==> config.mk <==
export PLATFORM = sky130hd
export DESIGN_NAME = sha_block_feeder
export DESIGN_NICKNAME = d
export VERILOG_FILES = /design/src/rtl/bcx_pkg.sv /design/src/rtl/sha_block_feeder_pad_word.sv /design/src/rtl/sha_block_feeder.sv
export SDC_FILE = /design/constraint.sdc
export NUM_CORES = 1
export LEC_CHECK = 0
export BUFFER_PORTS_ARGS = -buffer_cell sky130_fd_sc_hd__buf_4
export CAP_MARGIN = 20
export CORE_MARGIN = 2
export CORE_UTILIZATION = 25
export CTS_CLUSTER_DIAMETER = 150
export DETAILED_ROUTE_END_ITERATION = 10
export SYNTH_ARGS = -nofsm -noshare
export SYNTH_HDL_FRONTEND = slang
export SYNTH_SLANG_ARGS = --single-unit
==> constraint.sdc <==
create_clock -name clk -period 2.3 [get_ports clk]
set_input_delay 0.115 -clock clk [delete_from_list [all_inputs] [get_ports clk]]
set_output_delay 0.115 -clock clk [all_outputs]
set_load 0.03 [all_outputs]
==> src/rtl/bcx_pkg.sv <==
// Shared types and constants for the SHA-256 second-block feeder.
package bcx_pkg;

    localparam int WORD_W    = 32;
    localparam int BLK_WORDS = 16;

    typedef logic [0:WORD_W-1] word_t;

    typedef enum logic [1:0] {
        IDLE   = 2'd0,
        STREAM = 2'd1,
        DONE   = 2'd2
    } feeder_state_e;

    localparam word_t PAD_WORD = 32'h8000_0000;
    localparam word_t LEN_WORD = 32'h0000_0280;

    localparam logic [3:0] LAST_WORD = 4'd15;

    localparam logic [2:0] CFG_TAIL0  = 3'd0;
    localparam logic [2:0] CFG_TAIL1  = 3'd1;
    localparam logic [2:0] CFG_TAIL2  = 3'd2;
    localparam logic [2:0] CFG_NSTART = 3'd3;
    localparam logic [2:0] CFG_NEND   = 3'd4;

endpackage

==> src/rtl/sha_block_feeder_pad_word.sv <==
// Combinational word select for the padded 16-word second block of an 80-byte header.
module sha_pad_word
    import bcx_pkg::*;
(
    input  logic [3:0]     word_cnt_i,
    input  word_t [0:2]    tail_i,
    input  word_t          nonce_i,
    output word_t          word_o
);

    // Message layout: tail0..2, nonce, pad bit, zeros, bit length
    always_comb begin
        word_o = 32'h0000_0000;
        case (word_cnt_i)
            4'd0:    word_o = tail_i[0];
            4'd1:    word_o = tail_i[1];
            4'd2:    word_o = tail_i[2];
            4'd3:    word_o = nonce_i;
            4'd4:    word_o = PAD_WORD;
            4'd15:   word_o = LEN_WORD;
            default: word_o = 32'h0000_0000;
        endcase
    end

endmodule

==> src/rtl/sha_block_feeder.sv <==
// Streams one padded SHA-256 second block per nonce over a valid/ready word interface.
module sha_block_feeder
    import bcx_pkg::*;
(
    input  logic        clk,
    input  logic        rst,
    input  logic        cfg_valid,
    input  logic [2:0]  cfg_addr,
    input  logic [0:31] cfg_data,
    input  logic        start,
    input  logic        stop,
    output logic [0:31] block,
    output logic        block_valid,
    output logic        block_first,
    input  logic        block_ready,
    output logic [0:31] index,
    output logic        busy,
    output logic        done
);

    feeder_state_e state_q, state_d;
    logic [3:0]    word_cnt_q, word_cnt_d;
    word_t         nonce_q, nonce_d;
    word_t [0:2]   tail_q, tail_d;
    word_t         nstart_q, nstart_d;
    word_t         nend_q, nend_d;
    word_t         block_q, block_d;
    word_t         index_q, index_d;
    logic          valid_q, valid_d;
    logic          first_q, first_d;
    logic          busy_q, busy_d;
    logic          done_q, done_d;

    logic [3:0]    sel_cnt_s;
    word_t         sel_nonce_s;
    word_t         word_s;
    logic          accept_s;

    assign accept_s = valid_q && block_ready;

    // Config register update; frozen while streaming so a block never mixes old and new tails
    always_comb begin
        tail_d   = tail_q;
        nstart_d = nstart_q;
        nend_d   = nend_q;
        if (cfg_valid && (state_q != STREAM)) begin
            case (cfg_addr)
                CFG_TAIL0:  tail_d[0] = cfg_data;
                CFG_TAIL1:  tail_d[1] = cfg_data;
                CFG_TAIL2:  tail_d[2] = cfg_data;
                CFG_NSTART: nstart_d  = cfg_data;
                CFG_NEND:   nend_d    = cfg_data;
                default:    nstart_d  = nstart_q;
            endcase
        end else begin
            nend_d = nend_q;
        end
    end

    // Select which word will be loaded into the output register next
    always_comb begin
        sel_cnt_s   = 4'd0;
        sel_nonce_s = nstart_d;
        if (state_q != STREAM) begin
            sel_cnt_s   = 4'd0;
            sel_nonce_s = nstart_d;
        end else if (word_cnt_q == LAST_WORD) begin
            sel_cnt_s   = 4'd0;
            sel_nonce_s = nonce_q + 32'd1;
        end else begin
            sel_cnt_s   = word_cnt_q + 4'd1;
            sel_nonce_s = nonce_q;
        end
    end

    sha_pad_word u_pad_word (
        .word_cnt_i (sel_cnt_s),
        .tail_i     (tail_d),
        .nonce_i    (sel_nonce_s),
        .word_o     (word_s)
    );

    // Feeder FSM and output register next-state
    always_comb begin
        state_d    = state_q;
        word_cnt_d = word_cnt_q;
        nonce_d    = nonce_q;
        block_d    = block_q;
        index_d    = index_q;
        valid_d    = valid_q;
        first_d    = first_q;
        busy_d     = busy_q;
        done_d     = done_q;
        case (state_q)
            IDLE, DONE: begin
                if (stop) begin
                    state_d = IDLE;
                    done_d  = 1'b0;
                end else if (start) begin
                    state_d    = STREAM;
                    word_cnt_d = 4'd0;
                    nonce_d    = sel_nonce_s;
                    block_d    = word_s;
                    index_d    = sel_nonce_s;
                    valid_d    = 1'b1;
                    first_d    = 1'b1;
                    busy_d     = 1'b1;
                    done_d     = 1'b0;
                end else begin
                    state_d = state_q;
                end
            end
            STREAM: begin
                if (stop) begin
                    state_d = IDLE;
                    valid_d = 1'b0;
                    first_d = 1'b0;
                    busy_d  = 1'b0;
                end else if (accept_s) begin
                    word_cnt_d = sel_cnt_s;
                    // Last word of the final nonce ends the run instead of starting a new block
                    if ((word_cnt_q == LAST_WORD) && (nonce_q == nend_q)) begin
                        state_d = DONE;
                        valid_d = 1'b0;
                        first_d = 1'b0;
                        busy_d  = 1'b0;
                        done_d  = 1'b1;
                    end else begin
                        nonce_d = sel_nonce_s;
                        block_d = word_s;
                        index_d = sel_nonce_s;
                        first_d = (sel_cnt_s == 4'd0);
                    end
                end else begin
                    state_d = state_q;
                end
            end
            default: begin
                state_d = IDLE;
                valid_d = 1'b0;
                first_d = 1'b0;
                busy_d  = 1'b0;
                done_d  = 1'b0;
            end
        endcase
    end

    // State, counters, config and output registers
    always_ff @(posedge clk or negedge rst) begin
        if (!rst) begin
            state_q    <= IDLE;
            word_cnt_q <= 4'd0;
            nonce_q    <= 32'h0000_0000;
            tail_q     <= '{default: 32'h0000_0000};
            nstart_q   <= 32'h0000_0000;
            nend_q     <= 32'h0000_0000;
            block_q    <= 32'h0000_0000;
            index_q    <= 32'h0000_0000;
            valid_q    <= 1'b0;
            first_q    <= 1'b0;
            busy_q     <= 1'b0;
            done_q     <= 1'b0;
        end else begin
            state_q    <= state_d;
            word_cnt_q <= word_cnt_d;
            nonce_q    <= nonce_d;
            tail_q     <= tail_d;
            nstart_q   <= nstart_d;
            nend_q     <= nend_d;
            block_q    <= block_d;
            index_q    <= index_d;
            valid_q    <= valid_d;
            first_q    <= first_d;
            busy_q     <= busy_d;
            done_q     <= done_d;
        end
    end

    assign block       = block_q;
    assign index       = index_q;
    assign block_valid = valid_q;
    assign block_first = first_q;
    assign busy        = busy_q;
    assign done        = done_q;

endmodule

==> results of run 1 <==
## registers in the layout, summed over array words and instances, names as in the netlist
register     cells
tail_q          96
done             1
nstart_q        32
word_cnt_q       4
block           32
nend_q          32
state_q          2
index           32
busy             1
block_first      1
## power by group
group / internal [mW] / switching (mW) / leakage [nW]
clock: 2.56 / 1.71 / 0.427
sequential: 5.27 / 0.662 / 2.82
combinational: 2.77 / 3.41 / 3.69
## layout make-up
type                            instances  share of cell area [%]
Clock inverter                          7                  0.5967
Inverter                               22                  0.5182
Timing Repair Buffer                  299                   16.53
Multi-Input combinational cell        680                   36.09
Sequential cell                       233                   36.68
Clock buffer                           38                   4.876
Tap cell                              600                   4.711
## cells in the final DEF (no fill, tap or decap), drive strengths merged, types with 16 or more instances in the layout
master         n
dfrtp        233
nor3          20
nor4          16
buf          262
nand3         42
nor2b         18
a2bb2oi       35
o21ai         64
inv           24
nand2         65
dlygate4sd3   35
nor2          38
mux2i         22
xor2          40
clkbuf        40
mux2         168
## layer usage
| metal | vias to the layer above | part of all wire, % |
|---|---|---|
| met3 | 60 | 5.9 |
| met2 | 316 | 47 |
| li1 | 4176 | - |
| met5 | - | 0 |
| met1 | 4753 | 45 |
| met4 | 0 | 2.2 |
## worst max-delay path, stage by stage, from the launching register on
cell     delay [ns]
dfrtp_1        0.42
nor2b_4        0.15
nor4b_4        0.26
buf_4          0.16
buf_12         0.15
mux2_4         0.32
nor2b_1        0.13
or3b_4         0.36
mux2_4         0.25
## how the worst max path moves through the flow
stage	start	to	slack, ns
global route	state_q[0]	block[24]	-0.12
CTS	word_cnt_q[1]	block[9]	-0.03
floorplan	state_q[0]	block[13]	-0.05
finish	state_q[0]	block[26]	-0.03
global placement	index[22]	block[23]	-0.20
detailed placement	word_cnt_q[1]	block[11]	-0.29
## cell families (layout without fill, tap and decap cells)
family | Yosys count | in the layout | synth area share [%]
flip-flops | 233 | 233 | 50.75
multiplexers | 190 | 190 | 18.38
XOR/XNOR | 45 | 45 | 3.431
AND/OR/NAND/NOR | 254 | 254 | 11.95
buffers and inverters | 102 | 366 | 3.866
AO/OA/AOI/OAI | 189 | 189 | 11.40
adder cells (fa/ha/maj) | 2 | 2 | 0.2178
## metrics by stage
step | instance area [µm²] | util, % | std cells | TNS [ns] | total power, mW
after floorplan | 11600 | - | 1015 | -0.4500 | 9.198
after global placement | 14020 | 30.89 | 1774 | -7.911 | 11.64
after detailed placement | 14020 | 30.89 | 1774 | -11.83 | 11.75
after CTS | 15460 | 34.07 | 1864 | -0.07633 | 16.24
after global routing | 15940 | 35.11 | 1879 | -2.435 | 17.15
final | 15940 | 35.11 | 1879 | -0.1438 | 16.38
## what timing repair did
| item | CTS | global route |
|---|---|---|
| gates resized for setup | 26 | 65 |
| endpoints found under the setup margin | 66 | 67 |
| hold endpoints to repair | 243 | 0 |
| buffers inserted | 10 | 13 |
| pin swaps | 14 | 19 |
| hold buffers | 35 | 0 |
| gates cloned | 0 | 2 |
==> summary.txt, run 1 <==
Status
  – Outcome: complete, but fails checks
  – Failing checks: setup timing

Clocking
  – CTS tree: done
  – Reg clk slew, reported paths: 0.06 ns
  – Clock tree root driver cell: clkbuf_16
  – H-tree levels: 1
  – CTS Buf Count: 27
  – Worst-skew pair later-pin latency: 0.55 ns
  – CTS max path bufs: 3
  – Clk sinks: 233

Detailed routing
  – Post-route DRC: 0
  – Via/cell ratio: 4.952
  – WL per Instance: 20.65 µm
  – Antenna-violating nets left: 0
  – WL final: 38790 µm
  – DR vias: 9305
  – DRT Pass-1 Iters: 5
  – Initial DRC count: 724

Critical path
  – FF-to-FF Start: state_q[0]
  – Setup CP Type: reg -> reg
  – Crit path DAT: 2.76 ns
  – Critical Path End Type: register
  – Critical Path RT: 2.73 ns
  – Crit path max fanout: 9
  – R2R Setup Slk: -0.03 ns
  – Worst setup SP type: register
  – Register-to-Register Path Depth: 8
  – Reg2reg end: block[26]

Timing
  – Final min period: 2.332 ns
  – RSZ-0062 raised after global routing: yes
  – Final worst slack: -0.03240 ns
  – Max Slew Vio Count: 0
  – Setup Skew: 0.02882 ns
  – Relative slew margins: 62.21%
  – Worst Max-Slew Pin Slew: 0.5669 ns
  – WHS: 0.06809 ns
  – FMAX: 0.4287 GHz
  – # setup viols final: 11
  – Final Hold Fails: 0
  – Tcrit/Tclk final: 101.4%

Synth
  – Syn nets: 1058
  – EDFF count, synth: 0
  – Register area share after synthesis: 50.75%
  – Most used flip-flop cell after synthesis: dfrtp_1
  – Most common cell in the netlist: dfrtp_1
  – Yosys top cell area share: 50.75%
  – Top cells by area, synth: dfrtp_1 51%, mux2_2 16%, xor2_1 3.0%
  – #FFs+latches synth: 233
  – Syn Inst Count: 1015
  – Synth warn: 0
  – Synthesized area per cell: 11.32 µm²
  – Post-Syn Area: 0.01149 mm²
  – Yosys cell types: 64
  – Cell taking the most area after synthesis: dfrtp_1
  – Ys async rst share: 100.0%
  – Commonest cells post-synth: 233 x dfrtp_1, 165 x mux2_2, 65 x nand2_1

Job
  – Max cap viols: 0

Worst hold path
  – Worst hold stages: 3
  – Hold Path Class: in -> reg
  – Hold_sp: cfg_addr[0]
  – Hold Path Sink: tail_q[37]

Placement
  – Setup slack at placement: -0.2887 ns
  – Port bufs: 108
  – Placed wire-length estimate: 27300 µm
  – Gp weighted congestion: 0.9382

Power and ir drop
  – VDD IR-drop max: 0.6092 mV
  – Power density over cell area: 1028 mW/mm²
  – Pleak: 6.933 nW

Cells and area
  – Diode count: 0
  – Share of cells above drive strength 1: 43.32%
  – Area growth syn-to-layout: 38.71%
  – Nets: 1306
  – Fillers: 4439
  – Multi-input logic area: 0.005751 mm²
  – Register Area: 0.005846 mm²

Floorplan
  – Core Rows: 78
  – Die Area: 0.04769 mm²
  – Initial Utilization: 25.32%
  – Die Y: 218.4 µm
  – Die width: 218.4 µm
  – IO Pins: 109
  – Core box area: 0.04538 mm²

Global route
  – Vias in the first global route: 9343
  – Met2 usage: 25.68%
  – Routing usage on met1: 21.91%
  – First-pass GRT wire length: 58100 µm
  – Largest net degree at the start of global routing: 72
  – GRT Total Usage: 15.81%
  – Met3 GRT Util: 2.366%
  – GRT busiest layer: met2
  – Remaining global-route overflow: 0
  – Initial antenna violation count: 0
(Power assumes the default switching activity.)
==> run 2, diff against run 1 <==
==> constraint.sdc (replaced) <==
create_clock -name clk -period 2 [get_ports clk]
set_input_delay 0.1 -clock clk [delete_from_list [all_inputs] [get_ports clk]]
set_output_delay 0.1 -clock clk [all_outputs]
set_load 0.03 [all_outputs]
==> run 2 against run 1 <==
Against the previous run:
- the flow still finishes with violations (setup timing)
- sequential power is 15% higher
- core utilization grew 1.5 points
- via count is 1.8% higher
- combinational power rose by 21%
- clock-buffer cell count is 1 lower
- global-route usage increased by 0.64 points
- sequential share of layout area down 1.5 points
- critical endpoint is now block[18]
==> summary.txt, run 2 (synthesized netlist as in run 1, its figures left out) <==
Detailed routing
  – Via/cell ratio: 4.854 (-2.0%)
  – Initial DRC count: 760 (+5.0%)
  – WL per Instance: 20.36 µm (-1.4%)
  – DR vias: 9475 (+1.8%)
  – Post-route DRC: 0 (unchanged)
  – WL final: 39740 µm (+2.4%)
  – DRT Pass-1 Iters: 5 (unchanged)
  – Antenna-violating nets left: 0 (unchanged)

Critical path
  – Worst-path cell with the longest stage delay: dfrtp_1
  – CP dominant cell by count: buf_4
  – Crit path max fanout: 7 (-2)
  – CP max stage delay: 0.45 ns (+0.03 ns)
  – Family with the most delay on the worst path: simple AND/OR/NAND/NOR gates
  – Crit path DAT: 2.84 ns (+0.08 ns)
  – Cell Chain, Critical Path: buf_4 -> xor2_1 -> nor4_1 -> nand4_1 -> nor4_4 -> buf_4 -> nor2_4 -> clkbuf_16 -> mux2_2
  – Critical Path End Type: register
  – Critical Path RT: 2.41 ns (-0.32 ns)
  – Worst setup SP type: register
  – Setup CP Type: reg -> reg
  – Buf/Inv on CP: 3 (+1)

Clocking
  – CTS max path bufs: 3 (unchanged)
  – H-tree levels: 1 (unchanged)
  – Clk sinks: 233 (unchanged)
  – Reg clk slew, reported paths: 0.06 ns (about the same)
  – Worst-skew pair later-pin latency: 0.53 ns (-0.02 ns)
  – CTS tree: done
  – Clock tree root driver cell: clkbuf_16
  – CTS Buf Count: 27 (unchanged)

Power and ir drop
  – Sw power: 6.779 mW (+17%)
  – Power Total: 19.17 mW (+17%)
  – Clk pwr share: 25.3% (-0.8 points)
  – Pleak: 7.306 nW (+5.4%)
  – VDD IR-drop max: 0.5727 mV (-6.0%)
  – Pint: 12.40 mW (+17%)
  – Sequential share of power: 35.6% (-0.6 points)
  – Switching fraction of total power: 35.35% (+0.050 points)
  – Power density over cell area: 1154 mW/mm² (+12%)
  – Combinational power share: 39.1% (+1.4 points)

Timing
  – # setup viols final: 67 (+56)
  – Final worst slack: -0.4293 ns (-0.3969 ns)
  – Worst Max-Slew Pin Slew: 0.6524 ns (+0.08548 ns)
  – Setup Skew: 0.01334 ns (-0.01548 ns)
  – RSZ-0062 raised after global routing: yes
  – Final TNS setup: -24.48 ns (-24.34 ns)
  – Relative slew margins: 56.51% (-5.7 points)
  – Max Slew Vio Count: 0 (unchanged)
  – FMAX: 0.4116 GHz (-4.0%)
  – Final Hold Fails: 0 (unchanged)
  – WHS: 0.1359 ns (+0.06782 ns)
  – Final min period: 2.429 ns (+0.09690 ns)
  – Tcrit/Tclk final: 121.5% (+20 points)

Global route
  – Vias in the first global route: 9784 (+4.7%)
  – Largest net degree at the start of global routing: 77 (+6.9%)
  – Initial antenna violation count: 0 (unchanged)
  – Remaining global-route overflow: 0 (unchanged)
  – GRT Total Usage: 16.44% (+0.64 points)
  – First-pass GRT wire length: 60110 µm (+3.5%)

Cells and area
  – Diode count: 0 (unchanged)
  – Fillers: 4465 (+0.59%)
  – Share of cells above drive strength 1: 47.86% (+4.5 points)
  – Commonest non-fill, non-tap cell in the layout: buf_4
  – Register Area: 0.005854 mm² (+0.15%)
  – Nets: 1375 (+5.3%)
  – Fin cells: 1952 (+3.9%)
  – Most flop-heavy register: tail_q
  – Max reg flops: 96 (unchanged)
  – Area growth syn-to-layout: 44.65%
  – Multi-input logic area: 0.005737 mm² (-0.24%)
  – Most frequent cells in the layout: 285 x buf_4, 214 x dfrtp_1, 159 x mux2_2

Floorplan
  – Core Rows: 78 (unchanged)
  – Die Area: 0.04769 mm² (unchanged)
  – Die Y: 218.4 µm (unchanged)
  – IO Pins: 109 (unchanged)
  – Initial Utilization: 25.32% (unchanged)
  – Die width: 218.4 µm (unchanged)
  – Core box area: 0.04538 mm² (unchanged)

Worst hold path
  – Hold Path Class: in -> async

Placement
  – Placed wire-length estimate: 28390 µm (+4.0%)
  – Gp weighted congestion: 0.9000 (-4.1%)
  – Placed cells: 1838 (+3.6%)
  – Setup slack at placement: -0.5793 ns (-0.2906 ns)
  – Port bufs: 108 (unchanged)

Status
  – Failing checks: setup timing
  – Outcome: complete, but fails checks

Job
  – Max cap viols: 0 (unchanged)
run 2: changes by cell type in the layout (fill, tap and decap cells not counted), moves of 7 or more:
cell | before | now
dfrtp_2 | 12 | 19
mux2i_1 | 11 | 22
o21ai_1 | 3 | 11
a2bb2oi_1 | 27 | 20
o21ai_0 | 61 | 36
mux2i_4 | 8 | 0
buf_4 | 235 | 285
a2bb2oi_2 | 8 | 15
dfrtp_1 | 221 | 214
o21ai_2 | 0 | 16
run 2: worst paths after layout:
kind                       slack [ns]             to  depth (start not counted)   startpoint
min reg2reg                      0.48     tail_q[28]                          2   tail_q[28]
min                              0.14       block[4]                          2          rst
min in group clk                 0.14    block_first                          4  block_ready
max reg2reg                     -0.43      block[18]                          9    index[29]
max in group asynchronous        1.12  word_cnt_q[3]                          3          rst
max                             -0.43      block[18]                          9    index[29]
run 2: power by group through the flow:
stage	clock network (mW)	logic (mW)	registers [mW]
after floorplan	0	2.97	7.75
after global placement	0	6.85	6.86
after detailed placement	0	6.93	6.90
after CTS	4.97	7.24	6.83
after global routing	5.18	7.99	6.97
final	4.86	7.49	6.83
run 2: cell type report:
| class | instances | share of cell area (%) |
|---|---|---|
| Inverter | 22 | 0.4969 |
| Timing Repair Buffer | 368 | 20.08 |
| Sequential cell | 233 | 35.23 |
| Clock inverter | 12 | 0.8658 |
| Multi-Input combinational cell | 680 | 34.52 |
| Tap cell | 600 | 4.517 |
| Clock buffer | 37 | 4.292 |
run 2: worst register-to-register path, delay by kind of cell (launching register included):
family,cells,cell delay [ns]
xor+xnor,1,0.17
buf+inv,3,0.57
flops,1,0.45
mux,1,0.27
simple gates,4,0.84
run 2: timing repair:
action,4_1_cts,5_1_grt
gates cloned,4,2
pin swaps,13,27
gates resized for setup,50,62
buffers inserted,12,13
hold buffers,35,0
endpoints found under the hold margin,231,0
setup endpoints to repair,69,72
run 2: routing by layer:
layer	global-route usage [%]	up-vias	part of all wire (%)
met4	4.263	0	2.4
met2	26.30	312	47
met5	0	-	0
met1	22.74	4816	44
li1	-	4298	-
met3	3.104	49	6.8
run 2: stage by stage:
| stage | instance area (µm²) | utilization, % |
|---|---|---|
| 4_1_cts | 16250 | 35.82 |
| 6_report | 16620 | 36.62 |
| 5_1_grt | 16620 | 36.62 |
| 3_3_place_gp | 14600 | 32.17 |
| 2_1_floorplan | 11810 | - |
| 3_5_place_dp | 14600 | 32.17 |
